File: config.mk
export PLATFORM = sky130hd
export DESIGN_NAME = mlp_xor_seq_flat
export DESIGN_NICKNAME = d
export VERILOG_FILES = /design/src/rtl/mlp_xor_seq_if.sv /design/src/rtl/mlp_xor_seq.sv /design/src/flat_wrapper.sv
export SDC_FILE = /design/constraint.sdc
export NUM_CORES = 1
export LEC_CHECK = 0
export ABC_AREA = 1
export CORE_ASPECT_RATIO = 0.6
export CORE_MARGIN = 2
export CORE_UTILIZATION = 50
export CTS_BUF_LIST = sky130_fd_sc_hd__clkbuf_8 sky130_fd_sc_hd__clkbuf_16
export CTS_CLUSTER_SIZE = 8
export DETAILED_ROUTE_END_ITERATION = 16
export GPL_TIMING_DRIVEN = 0
export PLACE_DENSITY_LB_ADDON = 0.25
export RECOVER_POWER = 25
export SLEW_MARGIN = 25
export SYNTH_ARGS = -nofsm -noshare
export SYNTH_HDL_FRONTEND = slang
export SYNTH_SLANG_ARGS = --single-unit
export TNS_END_PERCENT = 1
File: constraint.sdc
create_clock -name clk -period 7.3 [get_ports clk]
set_input_delay 1.46 -clock clk [delete_from_list [all_inputs] [get_ports clk]]
set_output_delay 1.46 -clock clk [all_outputs]
set_load 0.02 [all_outputs]
File: src/rtl/mlp_xor_seq_if.sv
// Streaming and configuration bundle for the 2-2-1 perceptron.
// The bench drives the master side; the network is the slave.
interface mlp_xor_seq_if #(
    parameter int W = 16
);
    logic         cfg_we;
    logic [3:0]   cfg_addr;
    logic [W-1:0] cfg_wdata;
    logic         in_valid;
    logic         in_ready;
    logic [W-1:0] x1;
    logic [W-1:0] x2;
    logic         out_valid;
    logic         out_ready;
    logic         y;
    logic         h1;
    logic         h2;
    logic         busy;

    modport master (
        output cfg_we, cfg_addr, cfg_wdata,
        output in_valid, x1, x2, out_ready,
        input  in_ready, out_valid, y, h1, h2, busy
    );

    modport slave (
        input  cfg_we, cfg_addr, cfg_wdata,
        input  in_valid, x1, x2, out_ready,
        output in_ready, out_valid, y, h1, h2, busy
    );
endinterface

File: src/rtl/mlp_xor_seq.sv
// Sequential fixed-point 2-2-1 perceptron network.
// One shared MAC unit is stepped six times per sample.
module mlp_xor_seq #(
    parameter int W      = 16,
    parameter int FW     = 12,
    parameter bit ACT_GE = 1'b0
) (
    input  logic         clk,
    input  logic         rst,
    mlp_xor_seq_if.slave bus
);
    localparam int AW = 2 * W + 2;
    localparam logic signed [W-1:0] ONE = W'(1) << FW;

    typedef enum logic [1:0] {IDLE, MAC, OUT} state_t;

    state_t state;
    state_t state_nx;

    logic        [2:0]    step;
    logic signed [W-1:0]  wt [9];
    logic signed [W-1:0]  xa;
    logic signed [W-1:0]  xb;
    logic signed [AW-1:0] acc;
    logic signed [AW-1:0] acc_nx;
    logic signed [AW-1:0] prod;
    logic signed [AW-1:0] base;
    logic signed [W-1:0]  op_w;
    logic signed [W-1:0]  op_x;
    logic signed [W-1:0]  op_b;
    logic                 clr;
    logic                 fire;
    logic                 y_r;
    logic                 h1_r;
    logic                 h2_r;

    // Select weight, operand and bias for the current MAC step.
    always_comb begin
        op_w = '0;
        op_x = '0;
        op_b = '0;
        clr  = 1'b0;
        unique case (step)
            3'd0: begin
                op_w = wt[1];
                op_x = xa;
                op_b = wt[0];
                clr  = 1'b1;
            end
            3'd1: begin
                op_w = wt[2];
                op_x = xb;
            end
            3'd2: begin
                op_w = wt[4];
                op_x = xa;
                op_b = wt[3];
                clr  = 1'b1;
            end
            3'd3: begin
                op_w = wt[5];
                op_x = xb;
            end
            3'd4: begin
                op_w = wt[7];
                op_x = h1_r ? ONE : '0;
                op_b = wt[6];
                clr  = 1'b1;
            end
            3'd5: begin
                op_w = wt[8];
                op_x = h2_r ? ONE : '0;
            end
            default: begin
                op_w = '0;
            end
        endcase
    end

    // Exact product plus either the running sum or the scaled bias.
    always_comb begin
        prod   = AW'(op_w) * AW'(op_x);
        base   = clr ? (AW'(op_b) <<< FW) : acc;
        acc_nx = base + prod;
        if (ACT_GE)
            fire = ~acc_nx[AW-1];
        else
            fire = ~acc_nx[AW-1] & (acc_nx != '0);
    end

    // Weight file; only writable while idle and for indices 0..8.
    always_ff @(posedge clk or posedge rst) begin
        if (rst) begin
            for (int i = 0; i < 9; i++)
                wt[i] <= '0;
        end else if (bus.cfg_we && state == IDLE
                     && bus.cfg_addr <= 4'd8) begin
            wt[bus.cfg_addr] <= bus.cfg_wdata;
        end
    end

    // FSM state register.
    always_ff @(posedge clk or posedge rst) begin
        if (rst)
            state <= IDLE;
        else
            state <= state_nx;
    end

    // Next-state logic and handshake outputs.
    always_comb begin
        state_nx      = state;
        bus.in_ready  = 1'b0;
        bus.out_valid = 1'b0;
        bus.busy      = 1'b1;
        unique case (state)
            IDLE: begin
                bus.in_ready = 1'b1;
                bus.busy     = 1'b0;
                if (bus.in_valid)
                    state_nx = MAC;
            end
            MAC: begin
                if (step == 3'd5)
                    state_nx = OUT;
            end
            OUT: begin
                bus.out_valid = 1'b1;
                if (bus.out_ready)
                    state_nx = IDLE;
            end
            default: begin
                state_nx = IDLE;
            end
        endcase
    end

    // Input latch, step counter, accumulator and neuron results.
    always_ff @(posedge clk or posedge rst) begin
        if (rst) begin
            xa   <= '0;
            xb   <= '0;
            step <= '0;
            acc  <= '0;
            y_r  <= 1'b0;
            h1_r <= 1'b0;
            h2_r <= 1'b0;
        end else begin
            unique case (state)
                IDLE: begin
                    if (bus.in_valid) begin
                        xa   <= bus.x1;
                        xb   <= bus.x2;
                        step <= '0;
                    end
                end
                MAC: begin
                    acc  <= acc_nx;
                    step <= step + 3'd1;
                    if (step == 3'd1)
                        h1_r <= fire;
                    if (step == 3'd3)
                        h2_r <= fire;
                    if (step == 3'd5)
                        y_r <= fire;
                end
                default: begin
                    step <= step;
                end
            endcase
        end
    end

    assign bus.y  = y_r;
    assign bus.h1 = h1_r;
    assign bus.h2 = h2_r;
endmodule

File: src/flat_wrapper.sv
// flat-port wrapper written by rule: the top's interface ports become plain ports
module mlp_xor_seq_flat 
#(
    parameter int W      = 16,
    parameter int FW     = 12,
    parameter bit ACT_GE = 1'b0
)
  (clk, rst, bus_cfg_we, bus_cfg_addr, bus_cfg_wdata, bus_in_valid, bus_x1, bus_x2, bus_out_ready, bus_in_ready, bus_out_valid, bus_y, bus_h1, bus_h2, bus_busy);
  mlp_xor_seq_if #(.W(W)) bus_i ();
  input  logic clk;
  input  logic rst;
  input wire logic [$bits(bus_i.cfg_we)-1:0] bus_cfg_we;
  input wire logic [$bits(bus_i.cfg_addr)-1:0] bus_cfg_addr;
  input wire logic [$bits(bus_i.cfg_wdata)-1:0] bus_cfg_wdata;
  input wire logic [$bits(bus_i.in_valid)-1:0] bus_in_valid;
  input wire logic [$bits(bus_i.x1)-1:0] bus_x1;
  input wire logic [$bits(bus_i.x2)-1:0] bus_x2;
  input wire logic [$bits(bus_i.out_ready)-1:0] bus_out_ready;
  output wire logic [$bits(bus_i.in_ready)-1:0] bus_in_ready;
  output wire logic [$bits(bus_i.out_valid)-1:0] bus_out_valid;
  output wire logic [$bits(bus_i.y)-1:0] bus_y;
  output wire logic [$bits(bus_i.h1)-1:0] bus_h1;
  output wire logic [$bits(bus_i.h2)-1:0] bus_h2;
  output wire logic [$bits(bus_i.busy)-1:0] bus_busy;
  assign bus_i.cfg_we = bus_cfg_we;
  assign bus_i.cfg_addr = bus_cfg_addr;
  assign bus_i.cfg_wdata = bus_cfg_wdata;
  assign bus_i.in_valid = bus_in_valid;
  assign bus_i.x1 = bus_x1;
  assign bus_i.x2 = bus_x2;
  assign bus_i.out_ready = bus_out_ready;
  assign bus_in_ready = bus_i.in_ready;
  assign bus_out_valid = bus_i.out_valid;
  assign bus_y = bus_i.y;
  assign bus_h1 = bus_i.h1;
  assign bus_h2 = bus_i.h2;
  assign bus_busy = bus_i.busy;
  mlp_xor_seq #(.W(W), .FW(FW), .ACT_GE(ACT_GE)) u_core (.clk(clk), .rst(rst), .bus(bus_i));
endmodule
==> results.ini, run 1 <==
[timing]
rsz0062_at_grt=yes
setup_viol=28
fmaxAchievable_mhz=111
tightest_slew_ps=2570
min_period_ps=8990
worst_slack_ps=-1690
relSlewSlack=-0.726
drv_slew=142
min_period_over_period=1.23
fin_tns_setup_ps=-23420
clock_skew_ps=21.5
finalHoldViolations=0

[clocking]
cts_sinks=218
cts_tree=yes
cts_max_level=1
cts-buffers-inserted=31
clk_latency_ps=580
cts-root-buf=clkbuf_16
clockBufferDepth=3
path_clk_slew_ps=50

[synth]
yosysTopAreaCellShare=0.246
dominantRegCellSynth=dfrtp_1
synth_area_um2=22100
synth_top_cell_by_area=dfrtp_1
ys_types=47
ys_warn_count=0
synth_edf_count=0
syn_nets=3315
synth.area.top_cells=dfrtp_1 (25%), fa_1 (24%), nand2_1 (13%), inv_1 (9.9%), ha_1 (6.7%)
synthCells=2875
synthArstFlopShare=1.00
seq_area_frac_synth=0.246
syn_area_per_cell_um2=7.70
ys_ff_latch=218

[die]
dieArea_um2=46000
design.core.area_um2=43500
fp.dieH_um=167
rows=59
initial_core_util=0.509
ioPinCount=63
chipWidth_um=276

[route]
first_iter_violations=2018
wire_per_inst_um=19.7
drtPass1Iterations=8
ant_nets=0
vias=19762
drc_errors=0
routed_via_density=5.46
wl_um=71400

[finish]
final_area_um2=26200
final_nets=3481
drive_above_1_share=0.124
area_growth_syn_to_layout_pct=18.2
diodes=0
fillers=3848

[placement]
numPortBuffers=62
place_ws_ps=-2700
hpwl_um=56900
post_dp_cell_area_um2=23800
gp_congestion=1.01

[global_route]
grt_start_max_net_pins=85
antenna_found_initial=0
track_usage=0.319
grt_pass1_wl_um=111000
grt_pass1_vias=19341
overflow=0

[worst_setup_path]
crit_fanout=10
cp-end-kind=register
critPathLaunchType=register
crit_type=register to register
arrival_ps=9460
critPathMaxStageDelay_ps=560
cpMostUsedCell=nand2_1
crit_required_ps=7760
crit_slowest_cell=fa_1

[outcome]
violations=capacitance limit, slew limit, setup timing
outcome=complete, but fails checks

[job]
max_cap_viol_count=2

[worst_hold_path]
hp-class=register to register

==> worst max-delay path: cells and delay by family (launching register included) <==
family | cells | cell delay [ps]
compound gates | 5 | 990
simple gates | 20 | 2410
flops | 1 | 420
fa+ha+maj | 10 | 3960
xor+xnor | 1 | 260
buf+inv | 8 | 840
==> stage by stage <==
| stage | util | hold slack [ps] | std cells |
|---|---|---|---|
| floorplan | - | 452 | 2875 |
| global placement | 0.545 | 466 | 3516 |
| detailed placement | 0.547 | 473 | 3518 |
| CTS | 0.593 | 486 | 3609 |
| global route | 0.602 | 496 | 3621 |
| finish | 0.602 | 485 | 3621 |
==> worst paths after layout <==
kind | from | end | slack (ps) | depth (start not counted)
hold / removal | u_core.wt[58] | u_core.wt[58] | 480 | 2
setup / recovery | u_core.step[0] | u_core.bus.h2 | -1690 | 44
min in group asynchronous | rst | u_core.wt[139] | 2060 | 2
setup reg to reg | u_core.step[0] | u_core.bus.h2 | -1690 | 44
hold reg to reg | u_core.wt[58] | u_core.wt[58] | 480 | 2
max in group asynchronous | rst | u_core.step[0] | 2050 | 3
==> layout make-up <==
cell class,count,area (µm²),area share
inverters,604,2320,0.0885
multi-input cells,1974,15200,0.580
clock buffers,31,776,0.0297
repair buffers,133,1250,0.0477
well taps,579,724,0.0277
flip-flops and latches,218,5460,0.209
plain buffers,79,438,0.0167
clock inverters,3,30.0,0.00115
==> kinds of logic (layout without fill, tap and decap cells) <==
| logic type | after synthesis | in the layout | synth area share |
|---|---|---|---|
| xor gates and xnor gates | 40 | 40 | 0.0158 |
| adders and majority gates | 383 | 383 | 0.306 |
| buffers and inverters | 683 | 850 | 0.117 |
| and+or+nand+nor | 1205 | 1205 | 0.226 |
| DFF | 218 | 218 | 0.246 |
| AOI/OAI and AO/OA | 346 | 346 | 0.0887 |
==> metal layers <==
layer / wire [µm] / up-vias / track usage
li1: - / 9049 / -
met1: 31800 / 9602 / 0.480
met2: 28000 / 1001 / 0.427
met3: 10200 / 108 / 0.135
met4: 1370 / 2 / 0.0526
met5: 70 / - / 0.0116
==> registers in the layout (all words and copies together) (netlist names) <==
name	flops
u_core.bus.y	1
u_core.bus.h1	1
u_core.state	2
u_core.xb	16
u_core.bus.h2	1
u_core.acc	34
u_core.xa	16
u_core.wt	144
u_core.step	3
==> what timing repair did <==
item                       in CTS  in global routing
hold buffers                    0                  0
setup endpoints to repair      29                 28
pin swaps                      46                 37
resized for setup             171                 73
setup buffers                  57                 12
==> cell usage in the layout, fill, tap and decap left out, types with 31 or more instances in the layout <==
cell type and count:
ha_1 83, nand2_1 724, buf_4 60, nor2_1 290
clkbuf_16 31, fa_1 250, clkbuf_1 47, nand3_1 50
clkdlybuf4s50_1 61, dfrtp_1 216, o21ai_0 189, inv_1 566
a21oi_1 58
==> Yosys cell counts (11+ instances only) <==
cell type and n:
nand3_1 60, o21ai_0 192, nand2_2 11, inv_2 16, a22o_1 22, nor2_2 11, clkbuf_1 59, nand2_1 747
o22ai_1 16, nor3_1 12, nor2_1 307, dfrtp_1 218, a41oi_1 14, xor2_1 20, ha_1 119, a21oi_1 76
xnor2_1 20, fa_1 264, nand4_1 21, inv_1 582, buf_2 17
Power of run 1 is left out: the tool's default activity adds up to more than one toggle a clock period on the data nets, which glitch-free logic cannot reach.
==> run 2: changes to the inputs <==
--- a/config.mk
+++ b/config.mk
@@ -7,10 +7,10 @@
 export LEC_CHECK = 0
 export ABC_AREA = 1
 export CORE_ASPECT_RATIO = 0.6
-export CORE_MARGIN = 2
+export CORE_MARGIN = 4
 export CORE_UTILIZATION = 50
 export CTS_BUF_LIST = sky130_fd_sc_hd__clkbuf_8 sky130_fd_sc_hd__clkbuf_16
-export CTS_CLUSTER_SIZE = 8
+export CTS_CLUSTER_SIZE = 12
 export DETAILED_ROUTE_END_ITERATION = 16
 export GPL_TIMING_DRIVEN = 0
 export PLACE_DENSITY_LB_ADDON = 0.25
==> results.ini, run 2 (synthesis results as in run 1) <==
[global_route]
grt_pass1_vias=20080  ; +3.8%
track_usage=0.309  ; -0.0100
antenna_found_initial=2  ; +2
overflow=0  ; unchanged
grt_pass1_wl_um=114000  ; +2.2%
grt_start_max_net_pins=96  ; +13%

[die]
initial_core_util=0.508  ; -0.000863
rows=59  ; unchanged
ioPinCount=63  ; unchanged
chipWidth_um=280  ; +1.5%
design.core.area_um2=43600  ; +0.17%
fp.dieH_um=171  ; +2.4%
dieArea_um2=47800  ; +3.9%

[route]
vias=20030  ; +1.4%
drtPass1Iterations=6  ; -2
routed_via_density=5.48  ; +0.50%
ant_nets=0  ; unchanged
wl_um=72900  ; +2.0%
first_iter_violations=2156  ; +6.8%
wire_per_inst_um=20.0  ; +1.2%
drc_errors=0  ; unchanged

[job]
max_cap_viol_count=2  ; unchanged

[placement]
dp_cells=3518  ; unchanged
numPortBuffers=62  ; unchanged
hpwl_um=57600  ; +1.2%
gp_congestion=0.979  ; -2.6%

[worst_setup_path]
worstReg2RegEnd=u_core.bus.h2
critPathLaunchType=register
cp-end-kind=register
critPathMaxStageDelay_ps=590  ; +30 ps
reg2reg_from=u_core.step[0]
crit_type=register to register
r2r_slack_ps=-1450  ; +240 ps
crit_slowest_cell=fa_1
crit_fanout=10  ; unchanged
cpMostUsedCell=fa_1
crit_required_ps=7720  ; -40 ps
arrival_ps=9170  ; -290 ps
r2r_cells=40  ; -9.1%

[timing]
worst_slack_ps=-1450  ; +240 ps
finalHoldViolations=0  ; unchanged
min_period_ps=8750  ; -240 ps
setup_viol=27  ; -3.6%
clock_skew_ps=14.1  ; -7.39 ps
fmaxAchievable_mhz=114  ; +2.7%
relSlewSlack=-0.645  ; +0.0810
drv_slew=135  ; -4.9%
min_period_over_period=1.20  ; -0.0329
tightest_slew_ps=2470  ; -107 ps
rsz0062_at_grt=yes

[finish]
drive_above_1_share=0.148  ; +0.0245
area_growth_syn_to_layout_pct=20.7
final_nets=3506  ; +0.72%
top_regs=u_core.wt (144), u_core.acc (34)
mostFrequentLayoutCells=nand2_1 (704), inv_1 (561), nor2_1 (287), fa_1 (245), dfrtp_1 (216)
largest_reg_flops=144  ; unchanged
finish.utilization=0.613  ; +0.0114
final_common_cell=nand2_1
stdcell_count=3652  ; +0.86%
registers.top_by_ff_count=u_core.wt

[outcome]
violations=capacitance limit, slew limit, setup timing
outcome=complete, but fails checks

[worst_hold_path]
hp-class=register to register
whs_endpoint=u_core.acc[28]
holdPathStages=2  ; unchanged
holdCritStartpoint=u_core.acc[28]

[clocking]
clk_latency_ps=530  ; -50 ps
cts_sinks=218  ; unchanged
cts_max_level=1  ; unchanged
path_clk_slew_ps=70  ; +20 ps
holdBufCountCts=0  ; unchanged
cts-buffers-inserted=23  ; -26%
cts-root-buf=clkbuf_16
clockBufferDepth=3  ; unchanged
cts_tree=yes

## run 2: cell count changes in the layout (fill, tap and decap cells not counted), sizes merged
cell      delta
buf         +31
bufbuf       +2
clkbuf       -8
clkinvlp     +1
diode        +1
inv          +4
## run 2: per-layer routing
metal | GRT usage | part of all wire | vias to the layer above | wire length, µm
li1 | - | - | 9089 | -
met1 | 0.462 | 0.44 | 9796 | 32400
met2 | 0.423 | 0.39 | 1027 | 28500
met3 | 0.119 | 0.14 | 114 | 9960
met4 | 0.0709 | 0.028 | 4 | 2030
met5 | 0 | 0.00077 | - | 56
## run 2: worst max-delay path by stage
| stage | start | endpoint | slack, ps | cells after the start |
|---|---|---|---|---|
| 2_1_floorplan | u_core.step[0] | u_core.bus.h2 | -460 | 45 |
| 3_3_place_gp | rst | u_core.xa[10] | -2870 | 2 |
| 3_5_place_dp | u_core.step[0] | u_core.bus.h2 | -2630 | 45 |
| 4_1_cts | u_core.step[1] | u_core.acc[33] | -1370 | 38 |
| 5_1_grt | u_core.step[0] | u_core.bus.h1 | -1780 | 43 |
| 6_report | u_core.step[0] | u_core.bus.h2 | -1450 | 40 |
## run 2: metrics by stage
stage          setup TNS (ps)  instance area, µm²  hold slack [ps]  worst slack [ps]
2_1_floorplan          -29410               22400              452              -464
3_3_place_gp          -663040               23700              466             -2870
3_5_place_dp           -47050               23800              472             -2630
4_1_cts                -16540               26200              488             -1370
5_1_grt                -27160               26700              505             -1780
6_report               -18230               26700              485             -1450
## run 2: cell type report
class                   count  area, µm²
inverters                 604       2320
repair inverters            1       5.00
flip-flops and latches    218       5460
well taps                 579        724
repair buffers            166       1580
clock inverters             7       42.5
multi-input cells        1974      15500
fillers                  3778      16800
diodes                      1       2.50
plain buffers              78        498
clock buffers              24        589
## run 2: critical path, delay by kind of cell, from the launching register on
| family | cells | cell delay, ps |
|---|---|---|
| adder cells (fa/ha/maj) | 9 | 3980 |
| buffers and inverters | 8 | 1060 |
| flip-flops | 1 | 480 |
| XOR/XNOR | 1 | 220 |
| AO/OA/AOI/OAI | 6 | 1020 |
| AND/OR/NAND/NOR | 16 | 1870 |
## run 2: timing repair
item,4_1_cts,5_1_grt
endpoints found under the setup margin,29,28
gates cloned,4,0
buffers inserted,81,18
resized for setup,262,86
pin swaps,103,43
Power of run 2 is left out for the same reason.
==> run 3: changes to the inputs <==
--- a/config.mk
+++ b/config.mk
@@ -15,6 +15,7 @@
 export GPL_TIMING_DRIVEN = 0
 export PLACE_DENSITY_LB_ADDON = 0.25
 export RECOVER_POWER = 25
+export SKIP_CTS_REPAIR_TIMING = 1
 export SLEW_MARGIN = 25
 export SYNTH_ARGS = -nofsm -noshare
 export SYNTH_HDL_FRONTEND = slang
==> results.ini, run 3 (synthesis results as in run 1) <==
[global_route]
antenna_found_initial=1  ; -1
grt_pass1_wl_um=110000  ; -3.4%
grt_pass1_vias=19311  ; -3.8%
track_usage=0.298  ; -0.0109
grt_start_max_net_pins=96  ; unchanged
overflow=0  ; unchanged

[clocking]
cts-root-buf=clkbuf_16
clk_latency_ps=530  ; about the same
cts_sinks=218  ; unchanged
cts_tree=yes
cts-buffers-inserted=23  ; unchanged
path_clk_slew_ps=60  ; about the same
clockBufferDepth=3  ; unchanged
cts_max_level=1  ; unchanged

[timing]
relSlewSlack=-0.655  ; -0.0106
fmaxAchievable_mhz=113  ; -1.4%
tightest_slew_ps=2480  ; +15.8 ps
rsz0062_at_grt=yes
drv_slew=135  ; unchanged
clock_skew_ps=15.1  ; +1.02 ps
worst_slack_ps=-1570  ; -121 ps
setup_viol=27  ; unchanged
min_period_ps=8870  ; +121 ps
min_period_over_period=1.22  ; +0.0166
finalHoldViolations=0  ; unchanged

[finish]
drive_above_1_share=0.143  ; -0.00512
registers.top_by_ff_count=u_core.wt
diodes=0  ; -1
mostFrequentLayoutCells=nand2_1 (708), inv_1 (564), nor2_1 (286), fa_1 (246), dfrtp_1 (217)
top_regs=u_core.wt (144), u_core.acc (34)
area_growth_syn_to_layout_pct=19.6
final_common_cell=nand2_1
final_nets=3504  ; -0.057%
largest_reg_flops=144  ; unchanged

[route]
wire_per_inst_um=19.7  ; -1.1%
vias=19950  ; -0.40%
ant_nets=0  ; unchanged
drc_errors=0  ; unchanged
routed_via_density=5.47  ; -0.32%
drtPass1Iterations=6  ; unchanged
wl_um=72000  ; -1.2%
first_iter_violations=2107  ; -2.3%

[worst_hold_path]
hp-class=register to register

[placement]
gp_congestion=0.979  ; unchanged
numPortBuffers=62  ; unchanged
hpwl_um=57600  ; unchanged
place_ws_ps=-2630  ; unchanged

[die]
rows=59  ; unchanged
dieArea_um2=47800  ; unchanged
chipWidth_um=280  ; unchanged
design.core.area_um2=43600  ; unchanged
fp.dieH_um=171  ; unchanged
ioPinCount=63  ; unchanged
initial_core_util=0.508  ; unchanged

[worst_setup_path]
critPathLaunchType=register
crit_slowest_cell=fa_1
crit_type=register to register
cp-end-kind=register
crit_required_ps=7720  ; about the same
critPathMaxStageDelay_ps=570  ; -20 ps
arrival_ps=9290  ; +120 ps
crit_fanout=10  ; unchanged
cpMostUsedCell=nand2_1

[outcome]
outcome=complete, but fails checks
violations=capacitance limit, slew limit, setup timing

[job]
max_cap_viol_count=2  ; unchanged

[run 3: changes by cell type in the layout (fill, tap and decap cells not counted), sizes merged]
| cell | before | now |
|---|---|---|
| diode | 1 | 0 |
| buf | 124 | 128 |
| bufbuf | 2 | 0 |
| clkbuf | 80 | 77 |
| clkinvlp | 4 | 9 |
| inv | 600 | 595 |
| clkinv | 8 | 7 |
[run 3: worst paths after layout]
check / from / to / slack (ps) / depth (start not counted)
worst max-delay path: u_core.step[0] / u_core.bus.h2 / -1570 / 46
worst min-delay path: u_core.acc[30] / u_core.acc[30] / 490 / 2
worst max register to register: u_core.step[0] / u_core.bus.h2 / -1570 / 46
worst min register to register: u_core.acc[30] / u_core.acc[30] / 490 / 2
max in group asynchronous: rst / u_core.step[2] / 2180 / 3
min in group asynchronous: rst / u_core.wt[89] / 1830 / 2
[run 3: through the flow]
stage	cell area, µm²	cells	hold WS, ps	setup TNS (ps)	util
after global routing	26500	3649	505	-29630	0.608
after CTS	24400	3549	488	-48220	0.560
after detailed placement	23800	3518	472	-47050	0.546
after global placement	23700	3516	466	-663040	0.544
final	26500	3649	486	-20330	0.608
after floorplan	22400	2875	452	-29410	-
[run 3: critical path: cells and delay by family (launching register included)]
family	cells	cell delay, ps
DFF	1	390
adders and majority gates	9	3720
AOI/OAI and AO/OA	7	1120
buffers and inverters	11	1290
xor gates and xnor gates	1	200
and+or+nand+nor	18	2020
[run 3: layout make-up]
type	count	area, µm²
Clock buffer	24	589
Multi-Input combinational cell	1974	15400
Sequential cell	218	5460
Timing Repair Buffer	165	1500
Inverter	604	2330
Buffer	78	463
Clock inverter	7	42.5
Tap cell	579	724
Fill cell	3825	17100
[run 3: routing by layer]
layer | global-route usage | vias to the layer above | part of all wire
met5 | 0 | - | 0.00017
met4 | 0.0480 | 2 | 0.021
met3 | 0.103 | 91 | 0.13
met2 | 0.412 | 981 | 0.40
met1 | 0.458 | 9797 | 0.45
li1 | - | 9079 | -
Power of run 3 is left out for the same reason.
